[src/rtl/alu_op_sequencer_if.sv]
// Bundle of the command, ALU-stage and result signals of alu_op_sequencer.
//   slave  : the sequencer side (accepts commands, drives ALU operands,
//            captures ALU results, presents them to the consumer)
//   master : the environment side (command producer, ALU stage, consumer)
// DEPTH must match the sequencer's DEPTH so that count has the same width.
interface alu_op_sequencer_if #(
  parameter int DEPTH = 4
);
  localparam int CW = $clog2(DEPTH) + 1;

  logic          in_valid;
  logic          in_ready;
  logic [7:0]    in_a;
  logic [7:0]    in_b;
  logic [3:0]    in_op;
  logic [7:0]    alu_a;
  logic [7:0]    alu_b;
  logic [3:0]    alu_s;
  logic [15:0]   alu_y;
  logic          alu_carry;
  logic          alu_zero;
  logic          out_valid;
  logic          out_ready;
  logic [15:0]   out_y;
  logic          out_carry;
  logic          out_zero;
  logic [CW-1:0] count;

  modport slave (
    input  in_valid, in_a, in_b, in_op, alu_y, alu_carry, alu_zero, out_ready,
    output in_ready, alu_a, alu_b, alu_s, out_valid, out_y, out_carry, out_zero,
    count
  );

  modport master (
    output in_valid, in_a, in_b, in_op, alu_y, alu_carry, alu_zero, out_ready,
    input  in_ready, alu_a, alu_b, alu_s, out_valid, out_y, out_carry, out_zero,
    count
  );
endinterface

[src/rtl/alu_op_sequencer.sv]
// alu_op_sequencer: buffers ALU commands in a DEPTH-entry FIFO and issues
// them one at a time to an external ALU stage of latency ALU_LAT. Each
// result is captured and held for the consumer until out_ready.
// Ports:
//   clk : clock, all state changes on the rising edge
//   en  : synchronous active-high reset
//   bus : alu_op_sequencer_if.slave (command in, ALU operands out,
//         ALU result in, captured result out, FIFO occupancy)
module alu_op_sequencer #(
  parameter int DEPTH   = 4,
  parameter int ALU_LAT = 2
) (
  input logic             clk,
  input logic             en,
  alu_op_sequencer_if.slave bus
);
  localparam int AW = $clog2(DEPTH);
  localparam int CW = AW + 1;
  localparam int LW = (ALU_LAT < 1) ? 1 : $clog2(ALU_LAT + 1);

  typedef enum logic [1:0] {IDLE, WAIT, HOLD} state_t;

  state_t        state;
  logic [19:0]   mem [DEPTH];
  logic [AW-1:0] wr_ptr;
  logic [AW-1:0] rd_ptr;
  logic [CW-1:0] count;
  logic [LW-1:0] wait_cnt;
  logic          rst_busy;
  logic          push;
  logic          pop;
  logic [19:0]   head;
  logic [7:0]    alu_a;
  logic [7:0]    alu_b;
  logic [3:0]    alu_s;
  logic          out_valid;
  logic [15:0]   out_y;
  logic          out_carry;
  logic          out_zero;

  // rst_busy keeps in_ready low for the cycle following a reset edge, so
  // in_ready depends on registers only (never on out_ready or a pop).
  assign bus.in_ready = !rst_busy && (count != CW'(DEPTH));
  assign push         = bus.in_valid && bus.in_ready;
  assign pop          = (state == IDLE) && (count != '0);
  assign head         = mem[rd_ptr];

  assign bus.alu_a     = alu_a;
  assign bus.alu_b     = alu_b;
  assign bus.alu_s     = alu_s;
  assign bus.out_valid = out_valid;
  assign bus.out_y     = out_y;
  assign bus.out_carry = out_carry;
  assign bus.out_zero  = out_zero;
  assign bus.count     = count;

  always_ff @(posedge clk) begin
    if (push && !en) begin
      mem[wr_ptr] <= {bus.in_a, bus.in_b, bus.in_op};
    end
  end

  always_ff @(posedge clk) begin
    if (en) begin
      state     <= IDLE;
      wr_ptr    <= '0;
      rd_ptr    <= '0;
      count     <= '0;
      wait_cnt  <= '0;
      rst_busy  <= 1'b1;
      alu_a     <= '0;
      alu_b     <= '0;
      alu_s     <= '0;
      out_valid <= 1'b0;
      out_y     <= '0;
      out_carry <= 1'b0;
      out_zero  <= 1'b0;
    end else begin
      rst_busy <= 1'b0;
      if (push) wr_ptr <= wr_ptr + AW'(1);
      if (pop)  rd_ptr <= rd_ptr + AW'(1);
      if (push && !pop)      count <= count + CW'(1);
      else if (pop && !push) count <= count - CW'(1);

      case (state)
        IDLE: begin
          // The head was written on an earlier edge, so a command pushed on
          // this edge can never be issued on it.
          if (count != '0) begin
            {alu_a, alu_b, alu_s} <= head;
            wait_cnt <= LW'(ALU_LAT);
            state    <= WAIT;
          end
        end
        WAIT: begin
          // Counter reaches zero ALU_LAT edges after issue; capture happens
          // on the following edge, once the ALU output has settled.
          if (wait_cnt == '0) begin
            out_y     <= bus.alu_y;
            out_carry <= bus.alu_carry;
            out_zero  <= bus.alu_zero;
            out_valid <= 1'b1;
            state     <= HOLD;
          end else begin
            wait_cnt <= wait_cnt - LW'(1);
          end
        end
        HOLD: begin
          if (bus.out_ready) begin
            out_valid <= 1'b0;
            state     <= IDLE;
          end
        end
        default: state <= IDLE;
      endcase
    end
  end
endmodule

[src/flat_wrapper.sv]
// flat-port wrapper written by rule: the top's interface ports become plain ports
module alu_op_sequencer_flat 
#(
  parameter int DEPTH   = 4,
  parameter int ALU_LAT = 2
)
  (clk, en, bus_in_valid, bus_in_a, bus_in_b, bus_in_op, bus_alu_y, bus_alu_carry, bus_alu_zero, bus_out_ready, bus_in_ready, bus_alu_a, bus_alu_b, bus_alu_s, bus_out_valid, bus_out_y, bus_out_carry, bus_out_zero, bus_count);
  alu_op_sequencer_if #(.DEPTH(DEPTH)) bus_i ();
  input logic clk;
  input logic en;
  input wire logic [$bits(bus_i.in_valid)-1:0] bus_in_valid;
  input wire logic [$bits(bus_i.in_a)-1:0] bus_in_a;
  input wire logic [$bits(bus_i.in_b)-1:0] bus_in_b;
  input wire logic [$bits(bus_i.in_op)-1:0] bus_in_op;
  input wire logic [$bits(bus_i.alu_y)-1:0] bus_alu_y;
  input wire logic [$bits(bus_i.alu_carry)-1:0] bus_alu_carry;
  input wire logic [$bits(bus_i.alu_zero)-1:0] bus_alu_zero;
  input wire logic [$bits(bus_i.out_ready)-1:0] bus_out_ready;
  output wire logic [$bits(bus_i.in_ready)-1:0] bus_in_ready;
  output wire logic [$bits(bus_i.alu_a)-1:0] bus_alu_a;
  output wire logic [$bits(bus_i.alu_b)-1:0] bus_alu_b;
  output wire logic [$bits(bus_i.alu_s)-1:0] bus_alu_s;
  output wire logic [$bits(bus_i.out_valid)-1:0] bus_out_valid;
  output wire logic [$bits(bus_i.out_y)-1:0] bus_out_y;
  output wire logic [$bits(bus_i.out_carry)-1:0] bus_out_carry;
  output wire logic [$bits(bus_i.out_zero)-1:0] bus_out_zero;
  output wire logic [$bits(bus_i.count)-1:0] bus_count;
  assign bus_i.in_valid = bus_in_valid;
  assign bus_i.in_a = bus_in_a;
  assign bus_i.in_b = bus_in_b;
  assign bus_i.in_op = bus_in_op;
  assign bus_i.alu_y = bus_alu_y;
  assign bus_i.alu_carry = bus_alu_carry;
  assign bus_i.alu_zero = bus_alu_zero;
  assign bus_i.out_ready = bus_out_ready;
  assign bus_in_ready = bus_i.in_ready;
  assign bus_alu_a = bus_i.alu_a;
  assign bus_alu_b = bus_i.alu_b;
  assign bus_alu_s = bus_i.alu_s;
  assign bus_out_valid = bus_i.out_valid;
  assign bus_out_y = bus_i.out_y;
  assign bus_out_carry = bus_i.out_carry;
  assign bus_out_zero = bus_i.out_zero;
  assign bus_count = bus_i.count;
  alu_op_sequencer #(.DEPTH(DEPTH), .ALU_LAT(ALU_LAT)) u_core (.clk(clk), .en(en), .bus(bus_i));
endmodule
[config.mk]
export PLATFORM = sky130hd
export DESIGN_NAME = alu_op_sequencer_flat
export DESIGN_NICKNAME = d
export VERILOG_FILES = /design/src/rtl/alu_op_sequencer_if.sv /design/src/rtl/alu_op_sequencer.sv /design/src/flat_wrapper.sv
export SDC_FILE = /design/constraint.sdc
export NUM_CORES = 1
export LEC_CHECK = 0
export BUFFER_PORTS_ARGS = -buffer_cell sky130_fd_sc_hd__buf_4
export CAP_MARGIN = 15
export CELL_PAD_IN_SITES_DETAIL_PLACEMENT = 0
export CELL_PAD_IN_SITES_GLOBAL_PLACEMENT = 1
export CORE_MARGIN = 5
export CORE_UTILIZATION = 30
export CTS_CLUSTER_SIZE = 12
export DETAILED_ROUTE_END_ITERATION = 16
export GPL_ROUTABILITY_DRIVEN = 0
export PLACE_DENSITY = 0.66
export SYNTH_ARGS = -nofsm -noshare
export SYNTH_HDL_FRONTEND = slang
export SYNTH_SLANG_ARGS = --single-unit
export TNS_END_PERCENT = 1
[constraint.sdc]
create_clock -name clk -period 2.8 [get_ports clk]
set_input_delay 0.28 -clock clk [delete_from_list [all_inputs] [get_ports clk]]
set_output_delay 0.28 -clock clk [all_outputs]
set_load 0.05 [all_outputs]
==> reports/metrics.yaml, run 1 <==
run_status:
  outcome: "finished, final reports clean"
global_routing:
  grt_start_max_net_pins: 36
  grt_usage_pct: 11.0
  grt.overflow.total: 0
  grt_pass1_wl_um: 15200
  first_global_vias: 2928
  antenna_found_initial: 0
synth:
  synthArstFlopShare_pct: 0
  yosys-mux-area-fraction_pct: 9.69
  yosysWarnings: 0
  synth_flop_cell: "edfxtp_1"
  avgSynthCellArea_sq_um: 15.9
  synth_cell_types: 37
  synth_seq_cells: 131
  synthXorXnorAreaFrac_pct: 0.360
  yosys.area_share.simple_pct: 6.56
  synth_top_family_by_area: "multiplexers"
  synth_fa_ha_area_share_pct: 1.95
  synth_seq_area_share_pct: 70.4
  synth_compound_area_share_pct: 7.87
  syn_area_sq_um: 4870
  synth_nets: 355
  syn_inst: 306
  synth_edf_count: 80
clock_network:
  cts.sinks: 131
  cts_resized: 0
  hold_buffers: 0
  cts_tree: "built"
  cts_made_buffers: 17
  cts_max_path_buffers: 2
  post_cts_buffers: 0
  path_clk_slew_ns: 0.06
  cts.root.buffer_cell: "clkbuf_16"
  cts_max_level: 4
  clock_latency_ns: 0.41
power:
  p_leak_uw: 0.00232
  power_per_cell_area_nw_per_um2: 1070
  p_total_uw: 6760
  vdd_ir_drop_max_uv: 433
setup_path:
  rrSetupSlack_ns: 0.42
  r2r-end: "u_core.bus.count[2]"
  r2r-start: "u_core.bus.count[0]"
  worstSetupPathType: "reg2reg"
  start_kind: "register"
  arrival_ns: 2.72
  required_ns: 3.14
  r2r_cells: 8
  critPathMaxFanout: 6
  endpoint_kind: "register"
timing:
  max_freq_mhz: 420
  rsz0062_at_grt: "false"
  fin_crit_sh_pct: 85.0
  finalMaxSlewViolations: 0
  hold_viol: 0
  setup_violations: 0
  tightest_slew_ns: 0.763
  max_slew_margin_pct: 49.0
  finalSetupTns_ns: 0
  period_needed_ns: 2.38
  fin_skew_ns: 0.00742
  hold_slack_ns: 0.0665
detailed_routing:
  num_vias: 2809
  drt_iter0_drc: 105
  drtPass1Iterations: 6
  via_per_inst: 4.47
  wl_per_cell_um: 15.8
  routed_wirelength_um: 9920
  drcViolationCount: 0
  final_antenna_net_count: 0
finish:
  antenna-diode-count: 0
  regArea_sq_um: 3420
  multi_input_area_sq_um: 1290
  area_growth_pct: 29.3
  stdcell_count: 629
  drive_above_1_share_pct: 36.1
  nFillCells: 1504
  nets: 449
placement:
  dp_hpwl_um: 6320
  portBuffers: 84
  dp.cells: 597
die:
  die_x_um: 137
  start_util_pct: 30.6
  rows: 46
  ios: 85
  core_sq_um: 15900
  fp.dieH_um: 137
  die_area_sq_um: 18900
job:
  max-cap-violations: 0
hold_path:
  hold_class: "in2reg"
  hold_path_end: "u_core.mem[2][18]"
  whs_path_depth: 1
  hold_path_startpoint: "bus_in_a[6]"
-- critical path, cell delays in order, from the launching register on --
cell and delay [ns]:
dfxtp_1 0.37, or3_1 0.49, nand2_1 0.17, ha_1 0.21, inv_1 0.06, fa_1 0.37, xor2_1 0.16, or3_1 0.32
a21oi_1 0.16
-- sequential cells by signal (all words and copies together) (netlist names) --
signal	count
u_core.bus.alu_a	8
u_core.bus.alu_b	8
u_core.bus.alu_s	4
u_core.bus.count	3
u_core.bus.out_carry	1
u_core.bus.out_valid	1
u_core.bus.out_y	16
u_core.bus.out_zero	1
u_core.mem	80
u_core.rd_ptr	2
u_core.rst_busy	1
u_core.state	2
u_core.wait_cnt	2
u_core.wr_ptr	2
-- layer usage --
layer	global-route usage, %	up-vias	share of wire (%)
met5	0	-	0
met4	6.10	0	3.1
met3	3.98	20	4.6
met2	18.7	60	52
met1	11.8	1387	40
li1	-	1342	-
-- worst max path at each step --
| stage | startpoint | slack [ns] | to | cells after the start |
|---|---|---|---|---|
| 2_1_floorplan | u_core.bus.count[0] | 0.41 | u_core.bus.count[2] | 9 |
| 3_3_place_gp | u_core.bus.count[0] | 0.51 | u_core.bus.count[2] | 8 |
| 3_5_place_dp | u_core.bus.count[0] | 0.44 | u_core.bus.count[2] | 8 |
| 4_1_cts | u_core.bus.count[0] | 0.42 | u_core.bus.count[2] | 8 |
| 5_1_grt | u_core.bus.count[0] | 0.27 | u_core.bus.count[2] | 8 |
| 6_report | u_core.bus.count[0] | 0.42 | u_core.bus.count[2] | 8 |
-- cell usage in the layout, fill, tap and decap left out, types with 3 or more instances in the layout --
cell and n:
or3_1 3, inv_1 7, ha_1 6, a21oi_1 23, buf_4 92, edfxtp_1 80
bufinv_16 3, clkinv_2 3, mux4_2 20, and2_1 4, a22o_1 20, nand2_1 37
clkbuf_16 17, dfxtp_1 50, nor2_1 10, clkbuf_1 3
-- where the power goes --
group	internal (uW)	switching [uW]
clock	1400	799
combinational	735	1310
sequential	2320	198
total	4450	2310
-- synth_stat cells, types with 2 or more instances --
cell / instances / share of area, %
edfxtp_1: 80 / 49
dfxtp_1: 51 / 21
nand2_1: 37 / 2.9
a21oi_1: 23 / 2.4
a22o_1: 20 / 3.6
mux4_2: 20 / 9.3
nor2_1: 10 / 0.77
buf_6: 8 / 1.9
inv_1: 7 / 0.54
ha_1: 6 / 1.5
buf_2: 5 / 0.51
and2_1: 4 / 0.51
or3_1: 3 / 0.39
a31o_2: 2 / 0.36
buf_1: 2 / 0.15
clkbuf_1: 2 / 0.15
nand2b_1: 2 / 0.26
nor3_1: 2 / 0.21
nor3b_1: 2 / 0.31
o21ai_0: 2 / 0.21
xor2_1: 2 / 0.36
-- per-stage QoR --
stage	instance area (sq um)	setup WS [ns]	util (%)
2_1_floorplan	4870	0.407	-
4_1_cts	6290	0.421	39.6
3_3_place_gp	5700	0.515	35.9
3_5_place_dp	5700	0.445	35.9
6_report	6290	0.421	39.6
5_1_grt	6290	0.271	39.6
-- final cells by class --
type	count	share of cell area, %
sequential	131	54.4
clock buffer	20	6.94
tap	216	4.30
inverter	7	0.418
timing repair buffer	92	11.0
clock inverter	12	2.47
multi-input combinational	151	20.4
-- cells by family after synthesis --
group,count (synthesis)
compound gates,54
fa+ha+maj,7
xor+xnor,2
mux,22
simple gates,66
flops,131
buf+inv,24
Note: power is estimated with default switching activity, not from simulation.
==> run 2, diff against run 1 <==
--- a/config.mk
+++ b/config.mk
@@ -14,7 +14,7 @@
 export CTS_CLUSTER_SIZE = 12
 export DETAILED_ROUTE_END_ITERATION = 16
 export GPL_ROUTABILITY_DRIVEN = 0
-export PLACE_DENSITY = 0.66
+export PLACE_DENSITY = 0.68
 export SYNTH_ARGS = -nofsm -noshare
 export SYNTH_HDL_FRONTEND = slang
 export SYNTH_SLANG_ARGS = --single-unit
==> constraint.sdc (replaced) <==
create_clock -name clk -period 1.9 [get_ports clk]
set_input_delay 0.19 -clock clk [delete_from_list [all_inputs] [get_ports clk]]
set_output_delay 0.19 -clock clk [all_outputs]
set_load 0.05 [all_outputs]
==> reports/metrics.yaml, run 2 (synthesis results as in run 1) <==
timing:
  rsz0062_at_grt: "true"
  setup_violations: 1  # +1
  finalMaxSlewViolations: 0  # unchanged
  hold_viol: 0  # unchanged
  fin_skew_ns: 0.0128  # +0.00536 ns
  tightest_slew_ns: 0.638  # -0.124 ns
  max_freq_mhz: 508  # +21%
  period_needed_ns: 1.97  # -0.411 ns
  timing.final.ws_setup_ns: -0.0672  # -0.489 ns
  finalSetupTns_ns: -0.0672  # -0.0672 ns
  max_slew_margin_pct: 57.5  # +8.4 points
  fin_crit_sh_pct: 104  # +19 points
setup_path:
  r2r_cells: 8  # unchanged
  start_kind: "register"
  worstSetupPathType: "reg2reg"
  slowest_delay_ns: 0.40  # -0.09 ns
  critPathMaxFanout: 2  # -4
  rrSetupSlack_ns: -0.07  # -0.49 ns
  cpLargestDelayFamily: "simple AND/OR/NAND/NOR gates"
  cp.depth: 8  # unchanged
  crit_chain: "or3_4, nand2_4, ha_4, inv_2, fa_2, xor2_1, or3_1, a21oi_1"
  endpoint_kind: "register"
  arrival_ns: 2.29  # -0.43 ns
  worst-path-buf-inv: 1  # unchanged
  crit_slowest_cell: "or3_4"
  r2r-start: "u_core.bus.count[0]"
  r2r-end: "u_core.bus.count[2]"
  required_ns: 2.22  # -0.92 ns
hold_path:
  hold_path_startpoint: "bus_alu_zero"
  hold_class: "in2reg"
  hold_path_end: "u_core.bus.out_zero"
  whs_path_depth: 3  # +2
global_routing:
  grt_pass1_wl_um: 15700  # +3.1%
  grt.overflow.total: 0  # unchanged
  first_global_vias: 3053  # +4.3%
  grt_start_max_net_pins: 25  # -31%
  antenna_found_initial: 0  # unchanged
  grt_usage_pct: 11.1  # +0.13 points
clock_network:
  cts_max_path_buffers: 2  # unchanged
  cts_made_buffers: 17  # unchanged
  cts_tree: "built"
  clock_latency_ns: 0.41  # about the same
  cts.sinks: 131  # unchanged
  post_cts_buffers: 0  # unchanged
  cts.root.buffer_cell: "clkbuf_16"
  path_clk_slew_ns: 0.06  # about the same
  cts_max_level: 4  # unchanged
die:
  rows: 46  # unchanged
  die_x_um: 137  # unchanged
  ios: 85  # unchanged
  fp.dieH_um: 137  # unchanged
  start_util_pct: 30.6  # unchanged
  core_sq_um: 15900  # unchanged
  die_area_sq_um: 18900  # unchanged
placement:
  dp.cells: 611  # +2.3%
  portBuffers: 84  # unchanged
  dp_hpwl_um: 6660  # +5.3%
finish:
  layout_common_cells: "buf_4 (100), edfxtp_1 (80), dfxtp_1 (47), nand2_1 (36), a21oi_1 (23)"
  area_growth_pct: 38.6
  final_common_cell: "buf_4"
  nets: 483  # +7.6%
  stdcell_count: 663  # +5.4%
  drive_above_1_share_pct: 38.5  # +2.4 points
  antenna-diode-count: 0  # unchanged
  regMostFlops: "u_core.mem"
  reg_top3: "u_core.mem: 80 flops, u_core.bus.out_y: 16 flops"
  largest_reg_flops: 80  # unchanged
detailed_routing:
  drt_iter0_drc: 110  # +4.8%
  num_vias: 2970  # +5.7%
  drtPass1Iterations: 4  # -2
  drcViolationCount: 0  # unchanged
  routed_wirelength_um: 10200  # +2.5%
  final_antenna_net_count: 0  # unchanged
  wl_per_cell_um: 15.3  # -2.8%
  via_per_inst: 4.48  # +0.31%
power:
  p_switching_uw: 3530  # +53%
  pwr-share-seq_pct: 34.5  # -2.7 points
  power_per_cell_area_nw_per_um2: 1560  # +45%
  p_leak_uw: 0.00251  # +8.3%
  vdd_ir_drop_max_uv: 654  # +51%
  intPower_uw: 6960  # +56%
  swShare_pct: 33.6  # -0.53 points
  pwr-share-clk_pct: 32.8  # +0.3 points
  pwr-share-comb_pct: 32.6  # +2.3 points
run_status:
  outcome: "complete, but fails checks"
  violations: "setup timing"
job:
  max-cap-violations: 0  # unchanged
## run 2: cell types whose count changed in the layout (fill, tap and decap cells not counted), moves of 2 or more
cell,delta
dfxtp_4,+2
inv_6,+2
buf_4,+8
clkinv_2,-3
buf_12,+6
dfxtp_1,-3
clkinv_4,+2
dlygate4sd3_1,+20
## run 2: area by class of cell
type                       instances  area (sq um)
fill                            1490          9140
timing repair buffer             126          1070
multi-input combinational        151          1310
clock buffer                      19           433
clock inverter                    13           198
sequential                       131          3430
inverter                           7          26.3
tap                              216           270
## run 2: what timing repair did
item / CTS / global route
setup endpoints to repair: 1 / 2
hold buffers: 20 / 0
pin swaps: 0 / 1
resized for setup: 2 / 0
endpoints found under the hold margin: 80 / 0
## run 2: stage by stage
step           util (%)  cell area (sq um)  hold slack [ns]  setup WS [ns]  power (uW)
2_1_floorplan         -               4900            0.218         -0.205        6080
3_3_place_gp       37.2               5910            0.392        -0.0401        7040
3_5_place_dp       37.2               5910            0.394         -0.109        7110
4_1_cts            42.5               6750           0.0147        -0.0725       10600
5_1_grt            42.5               6750           0.0294         -0.128       11000
6_report           42.5               6750           0.0358        -0.0672       10500
## run 2: worst max path at each step
stage | startpoint | to
6_report | u_core.bus.count[0] | u_core.bus.count[2]
5_1_grt | u_core.bus.count[0] | u_core.bus.count[2]
4_1_cts | u_core.bus.count[0] | u_core.bus.count[2]
3_5_place_dp | u_core.bus.count[0] | u_core.bus.count[2]
3_3_place_gp | u_core.bus.count[0] | u_core.bus.count[2]
2_1_floorplan | u_core.bus.count[0] | u_core.bus.count[2]
## run 2: power by group through the flow
stage	Combinational [uW]	Sequential, uW	Clock (uW)
after floorplan	1350	4730	0
after global placement	3360	3670	0
after detailed placement	3420	3680	0
after CTS	3480	3630	3520
after global routing	3650	3680	3640
final	3420	3620	3440
## run 2: per-layer routing
layer | wire length [um] | global-route usage (%) | part of all wire (%) | up-vias
li1 | - | - | - | 1422
met3 | 491 | 3.21 | 4.8 | 6
met2 | 5670 | 19.7 | 56 | 54
met1 | 3890 | 12.5 | 38 | 1488
met5 | 0 | 0 | 0 | -
met4 | 104 | 4.32 | 1.0 | 0
## run 2: worst reg2reg max path, cell delays in order, from the launching register on
cell     delay [ns]
dfxtp_4        0.34
or3_4          0.40
nand2_4        0.08
ha_4           0.13
inv_2          0.03
fa_2           0.33
xor2_1         0.16
or3_1          0.30
a21oi_1        0.12
